[src/rtl/umi_txn_monitor_if.sv]
// Observation bundle for N UMI host request/response port pairs; the monitor
// only ever sees these through the slave modport.
interface umi_txn_monitor_if #(
  parameter int N  = 1,
  parameter int CW = 32
);
  logic [N-1:0]    req_valid;
  logic [N-1:0]    req_ready;
  logic [N*CW-1:0] req_cmd;
  logic [N-1:0]    resp_valid;
  logic [N-1:0]    resp_ready;
  logic [N*CW-1:0] resp_cmd;

  modport master (
    output req_valid, req_ready, req_cmd,
    output resp_valid, resp_ready, resp_cmd
  );

  modport slave (
    input req_valid, req_ready, req_cmd,
    input resp_valid, resp_ready, resp_cmd
  );
endinterface

[src/rtl/umi_txn_monitor.sv]
// Passive N-channel UMI transaction monitor: beat counters, outstanding tracking,
// watchdog and underflow flags. Define UMI_TXN_MONITOR_HWM_EN for high-water marks.
module umi_txn_monitor #(
  parameter int N       = 1,
  parameter int CW      = 32,
  parameter int CNTW    = 32,
  parameter int OSW     = 8,
  parameter int TIMEOUT = 4096,
  localparam int SELW   = (N > 1) ? $clog2(N) : 1
) (
  input  logic            clk,
  input  logic            nreset,
  input  logic            clear,
  umi_txn_monitor_if.slave bus,
  input  logic [SELW-1:0] rd_sel,
  output logic [CNTW-1:0] rd_req_cnt,
  output logic [CNTW-1:0] rd_resp_cnt,
  output logic [OSW-1:0]  rd_outst,
  output logic [OSW-1:0]  rd_hwm,
  output logic [N-1:0]    timeout,
  output logic [N-1:0]    underflow,
  output logic            idle
);

  localparam logic [OSW-1:0] OS_MAX = '1;

  logic [N-1:0]    req_beat;
  logic [N-1:0]    resp_beat;
  logic [N-1:0]    exp_req;
  logic [N-1:0]    cmpl_resp;
  logic [N-1:0]    uflow_set;
  logic            idle_nxt;
  logic [OSW-1:0]  outst     [N];
  logic [OSW-1:0]  outst_nxt [N];
  logic [CNTW-1:0] req_cnt   [N];
  logic [CNTW-1:0] resp_cnt  [N];
  logic [31:0]     sel_ext;
  logic            unused_cmd_bits;

  assign sel_ext         = 32'(rd_sel);
  assign unused_cmd_bits = ^{bus.req_cmd, bus.resp_cmd};

  // Posted writes never get a response, so they are excluded from outstanding.
  always_comb begin
    idle_nxt = 1'b1;
    for (int i = 0; i < N; i++) begin
      req_beat[i]  = bus.req_valid[i] & bus.req_ready[i];
      resp_beat[i] = bus.resp_valid[i] & bus.resp_ready[i];
      exp_req[i]   = req_beat[i] && (bus.req_cmd[i*CW +: 5] != 5'h05);
      cmpl_resp[i] = resp_beat[i] && bus.resp_cmd[i*CW + 22];
      uflow_set[i] = cmpl_resp[i] && !exp_req[i] && (outst[i] == '0);
      outst_nxt[i] = outst[i];
      if (exp_req[i] && !cmpl_resp[i] && (outst[i] != OS_MAX))
        outst_nxt[i] = outst[i] + 1'b1;
      else if (cmpl_resp[i] && !exp_req[i] && (outst[i] != '0))
        outst_nxt[i] = outst[i] - 1'b1;
      if (outst_nxt[i] != '0)
        idle_nxt = 1'b0;
    end
  end

  always_ff @(posedge clk) begin
    if (!nreset || clear) begin
      for (int i = 0; i < N; i++) begin
        req_cnt[i]  <= '0;
        resp_cnt[i] <= '0;
        outst[i]    <= '0;
      end
      underflow <= '0;
      idle      <= 1'b1;
    end else begin
      for (int i = 0; i < N; i++) begin
        if (req_beat[i])
          req_cnt[i] <= req_cnt[i] + 1'b1;
        if (resp_beat[i])
          resp_cnt[i] <= resp_cnt[i] + 1'b1;
        outst[i] <= outst_nxt[i];
        if (uflow_set[i])
          underflow[i] <= 1'b1;
      end
      idle <= idle_nxt;
    end
  end

`ifdef UMI_TXN_MONITOR_HWM_EN
  logic [OSW-1:0] hwm [N];

  always_ff @(posedge clk) begin
    if (!nreset || clear) begin
      for (int i = 0; i < N; i++)
        hwm[i] <= '0;
    end else begin
      for (int i = 0; i < N; i++)
        if (outst_nxt[i] > hwm[i])
          hwm[i] <= outst_nxt[i];
    end
  end
`endif

  // The watchdog stops counting once it hits TIMEOUT-1; the flag stays until reset/clear.
  generate
    if (TIMEOUT > 0) begin : g_wd
      localparam int WDW = ($clog2(TIMEOUT) > 0) ? $clog2(TIMEOUT) : 1;
      localparam logic [WDW-1:0] WD_LAST = WDW'(TIMEOUT - 1);

      logic [WDW-1:0] wd [N];
      logic [N-1:0]   timeout_q;

      always_ff @(posedge clk) begin
        if (!nreset || clear) begin
          for (int i = 0; i < N; i++)
            wd[i] <= '0;
          timeout_q <= '0;
        end else begin
          for (int i = 0; i < N; i++) begin
            if ((outst[i] == '0) || cmpl_resp[i]) begin
              wd[i] <= '0;
            end else if (wd[i] != WD_LAST) begin
              wd[i] <= wd[i] + 1'b1;
              if ((wd[i] + 1'b1) == WD_LAST)
                timeout_q[i] <= 1'b1;
            end else begin
              timeout_q[i] <= 1'b1;
            end
          end
        end
      end

      assign timeout = timeout_q;
    end else begin : g_nowd
      assign timeout = '0;
    end
  endgenerate

  always_ff @(posedge clk) begin
    if (!nreset || clear) begin
      rd_req_cnt  <= '0;
      rd_resp_cnt <= '0;
      rd_outst    <= '0;
      rd_hwm      <= '0;
    end else if (sel_ext < 32'(N)) begin
      rd_req_cnt  <= req_cnt[rd_sel];
      rd_resp_cnt <= resp_cnt[rd_sel];
      rd_outst    <= outst[rd_sel];
`ifdef UMI_TXN_MONITOR_HWM_EN
      rd_hwm      <= hwm[rd_sel];
`else
      rd_hwm      <= '0;
`endif
    end else begin
      rd_req_cnt  <= '0;
      rd_resp_cnt <= '0;
      rd_outst    <= '0;
      rd_hwm      <= '0;
    end
  end

endmodule

[src/flat_wrapper.sv]
// flat-port wrapper written by rule: the top's interface ports become plain ports
module umi_txn_monitor_flat 
#(
  parameter int N       = 1,
  parameter int CW      = 32,
  parameter int CNTW    = 32,
  parameter int OSW     = 8,
  parameter int TIMEOUT = 4096,
  localparam int SELW   = (N > 1) ? $clog2(N) : 1
)
  (clk, nreset, clear, rd_sel, rd_req_cnt, rd_resp_cnt, rd_outst, rd_hwm, timeout, underflow, idle, bus_req_valid, bus_req_ready, bus_req_cmd, bus_resp_valid, bus_resp_ready, bus_resp_cmd);
  umi_txn_monitor_if #(.N(N), .CW(CW)) bus_i ();
  input  logic clk;
  input  logic nreset;
  input  logic clear;
  input  logic [SELW-1:0] rd_sel;
  output logic [CNTW-1:0] rd_req_cnt;
  output logic [CNTW-1:0] rd_resp_cnt;
  output logic [OSW-1:0] rd_outst;
  output logic [OSW-1:0] rd_hwm;
  output logic [N-1:0] timeout;
  output logic [N-1:0] underflow;
  output logic idle;
  input wire logic [$bits(bus_i.req_valid)-1:0] bus_req_valid;
  input wire logic [$bits(bus_i.req_ready)-1:0] bus_req_ready;
  input wire logic [$bits(bus_i.req_cmd)-1:0] bus_req_cmd;
  input wire logic [$bits(bus_i.resp_valid)-1:0] bus_resp_valid;
  input wire logic [$bits(bus_i.resp_ready)-1:0] bus_resp_ready;
  input wire logic [$bits(bus_i.resp_cmd)-1:0] bus_resp_cmd;
  assign bus_i.req_valid = bus_req_valid;
  assign bus_i.req_ready = bus_req_ready;
  assign bus_i.req_cmd = bus_req_cmd;
  assign bus_i.resp_valid = bus_resp_valid;
  assign bus_i.resp_ready = bus_resp_ready;
  assign bus_i.resp_cmd = bus_resp_cmd;
  umi_txn_monitor #(.N(N), .CW(CW), .CNTW(CNTW), .OSW(OSW), .TIMEOUT(TIMEOUT)) u_core (.clk(clk), .nreset(nreset), .clear(clear), .bus(bus_i), .rd_sel(rd_sel), .rd_req_cnt(rd_req_cnt), .rd_resp_cnt(rd_resp_cnt), .rd_outst(rd_outst), .rd_hwm(rd_hwm), .timeout(timeout), .underflow(underflow), .idle(idle));
endmodule
[config.mk]
export PLATFORM = sky130hd
export DESIGN_NAME = umi_txn_monitor_flat
export DESIGN_NICKNAME = d
export VERILOG_FILES = /design/src/rtl/umi_txn_monitor_if.sv /design/src/rtl/umi_txn_monitor.sv /design/src/flat_wrapper.sv
export SDC_FILE = /design/constraint.sdc
export NUM_CORES = 1
export LEC_CHECK = 0
export BUFFER_PORTS_ARGS = -buffer_cell sky130_fd_sc_hd__buf_2
export CORE_ASPECT_RATIO = 2
export CORE_UTILIZATION = 49
export CTS_CLUSTER_SIZE = 16
export DETAILED_ROUTE_END_ITERATION = 8
export PLACE_DENSITY = 0.77
export SLEW_MARGIN = 20
export SYNTH_ARGS = -nofsm -noshare
export SYNTH_HDL_FRONTEND = slang
export SYNTH_SLANG_ARGS = --single-unit
export TNS_END_PERCENT = 50
[constraint.sdc]
create_clock -name clk -period 2.4 [get_ports clk]
set_clock_uncertainty 0.2 [all_clocks]
set_input_delay 0.12 -clock clk [delete_from_list [all_inputs] [get_ports clk]]
set_output_delay 0.12 -clock clk [all_outputs]
set_load 0.02 [all_outputs]
==> summary.md <==
| Metric | Value |
|---|---|
| Critical Path Fanout Max | `4` |
| Drt wl/cell | `15.9 um` |
| Synth cell count leaders | `nor2_1, dfxtp_1, edfxtp_1` |
| TritonCTS clock tree | `done` |
| Non-Filler Cell Area, Final | `8310 um^2` |
| Nets | `845` |
| Critical Path AT | `2.30 ns` |
| Post-synth cell types | `50` |
| Max Slew Vio Count | `0` |
| Via count | `between 5000 and 6000` |
| Via/cell ratio | `5.44` |
| Async set-or-reset flop fraction in the synthesized netlist | `0%` |
| H-tree levels | `4` |
| Fin crit share | `a little under 100%` |
| Final WS setup | `between 0.06 and 0.07 ns` |
| Synthesized area per cell | `approximately 11 um^2` |
| Top_reg_cell synth | `dfxtp_1` |
| Initial antenna violation count | `0` |
| Vias in the first global route | `5164` |
| Post-synthesis sequential area ratio | `58.0%` |
| Yosys warning total | `0` |
| Buffer depth of the longest clock path | `2` |
| Number of synthesized register bits | `159` |
| DIE AREA | `roughly 14000 um^2` |
| RSZ-0062 raised after global routing | `true` |
| Critical Path End Type | `register` |
| P_leak | `around 3.4 nW` |
| Worst-skew pair later-pin latency | `0.42 ns` |
| Area delta synth->final | `22.2%` |
| Slew headroom | `61.4%` |
| Placed Area | `7640 um^2` |
| CP delay by family, top | `simple AND/OR/NAND/NOR gates` |
| Drt first-iter violations | `254` |
| Cts bufs inserted | `17` |
| Routability congestion estimate from global placement | `0.870` |
| VDD IR max | `0.509 mV` |
| Critical-path cell list | `ha_1 -> nand4_1 -> nor4_1 -> buf_4 -> nand2_1 -> xor2_1 -> nor2_1` |
| Largest net degree at the start of global routing | `48` |
| Top cell type by total area after synthesis | `edfxtp_1` |
| First-pass GRT wire length | `24000 um` |
| Layout cells sized above 1 | `between 20% and 30%` |
| Slowest CP cell | `nor4_1` |
| Core Footprint | `around 14000 um^2` |
| Hold Path Class | `in2reg` |
| Dpl cells | `898` |
| Total wire length | `14800 um` |
| Setup CP Type | `reg2reg` |
| Crit path buf inv count | `1` |
| Post-synth EDFFs | `76` |
| Residual DRC | `0` |
| Total power divided by cell area | `706 nW/um^2` |
| Largest stage delay on the critical path | `0.47 ns` |
| Initial core utilization | `about half` |
| Fin crit period | `2.33 ns` |
| Non-Filler Instances | `934` |
| Final ANT Viol Nets | `0` |
| Post-layout power | `5.87 mW` |
| WP data required | `2.36 ns` |
| Total grt overflow | `0` |
| ANT cells | `0` |
| PortBufs | `88` |
| Top cell type's share of synthesized area | `33.6%` |
| Die Y | `169 um` |
| Crit start category | `register` |
| Final hold vios | `0` |
| CTS sink cnt | `159` |
| Place WS | `roughly 0.017 ns` |
| Largest cells by area after synthesis | `edfxtp_1, dfxtp_1, and2_1` |
| DR pass1 iterations | `5` |
| Die X | `around 85 um` |
| Synth Instances | `639` |
| I/O pins | `155` |
| Most frequent cell after synthesis | `nor2_1` |
| Clock Pin Slew Worst Setup and Hold Paths | `approximately 0.070 ns` |
| Outcome | `finished clean` |
| Num rows | `60` |
| Fmax | `428 MHz` |
| Max-cap violations | `0` |
| Setup Viol. Count Final | `0` |
| Synthesized cell area | `6800 um^2` |
| Worst-margin pin slew | `0.579 ns` |
| GR Util All Layers | `21.6%` |
| Root Buffer Master | `clkbuf_16` |
| DP Wirelength | `10200 um` |
## routing by layer
layer / wire (um) / vias up / GRT usage [%]
li1: - / 2451 / -
met1: 5380 / 2441 / 21.1
met2: 8350 / 145 / 41.0
met3: 533 / 45 / 4.68
met4: 555 / 0 / 12.3
met5: 0 / - / 0
## what timing repair did
action | in CTS | in global routing
endpoints found under the setup margin | 3 | 11
hold buffers | 2 | 0
buffers inserted | 0 | 2
pin swaps | 0 | 5
endpoints found under the hold margin | 13 | 0
resized for setup | 2 | 10
## layout make-up
cell class,count,area (um^2)
Tap cell,155,194
Clock inverter,15,151
Clock buffer,17,425
Fill cell,1109,5200
Multi-Input combinational cell,447,2770
Inverter,11,41.3
Timing Repair Buffer,130,786
Sequential cell,159,3940
## sequential cells by signal, indices dropped and copies added, names as in the netlist
signal              cells
u_core.idle             1
u_core.req_cnt         32
u_core.rd_outst         8
u_core.resp_cnt        32
u_core.rd_req_cnt      32
u_core.timeout          1
u_core.underflow        1
u_core.g_wd.wd         12
u_core.outst            8
u_core.rd_resp_cnt     32
## through the flow
step	setup TNS (ns)	hold WS (ns)	util [%]
5_1_grt	-0.172	0.0600	61.5
2_1_floorplan	0	0.122	-
3_3_place_gp	0	0.264	56.5
6_report	0	0.0627	61.5
3_5_place_dp	0	0.263	56.5
4_1_cts	0	0.0468	61.0
## cell families after synthesis
| family | synth area share (%) |
|---|---|
| and+or+nand+nor | 25.6 |
| buffers and inverters | 2.70 |
| adders and majority gates | 1.29 |
| xor gates and xnor gates | 8.50 |
| AOI/OAI and AO/OA | 3.88 |
| other | 0.0551 |
| DFF | 58.0 |
## worst paths after layout
check | start | to | slack, ns | depth (start not counted)
worst max-delay path | u_core.req_cnt[0][0]$_SDFFCE_PN0P_ | u_core.req_cnt[0][24]$_SDFFCE_PN0P_ | 0.07 | 7
worst min register to register | u_core.underflow$_SDFFE_PN0P_ | u_core.underflow$_SDFFE_PN0P_ | 0.29 | 2
worst min-delay path | nreset | u_core.outst[0][1]$_SDFF_PN0_ | 0.06 | 4
worst max register to register | u_core.req_cnt[0][0]$_SDFFCE_PN0P_ | u_core.req_cnt[0][24]$_SDFFCE_PN0P_ | 0.07 | 7
## power breakdown
group | switching [mW] | internal, mW
Combinational | 0.162 | 0.103
Clock | 1.16 | 1.46
Sequential | 0.0668 | 2.91
## tightest hold or removal path: stages
cell,delay (ns)
buf_2,0.10
nor2b_1,0.12
buf_4,0.17
o311a_1,0.12
## cell usage in the layout, fill, tap and decap left out, types with 3 or more instances in the layout
cell / n
nand4_1: 15
inv_1: 11
buf_2: 88
a21oi_1: 9
clkbuf_16: 17
buf_4: 38
nor4_1: 6
o21ai_0: 14
and4_1: 4
xor2_1: 42
or3_1: 11
nand2_1: 31
conb_1: 8
nand3_1: 34
xnor2_1: 24
and3_1: 15
nand2b_1: 6
dfxtp_1: 83
a21boi_0: 3
nor3_1: 18
inv_6: 6
edfxtp_1: 76
ha_1: 6
and2_1: 69
nor2_1: 92
(Power assumes the default switching activity.)
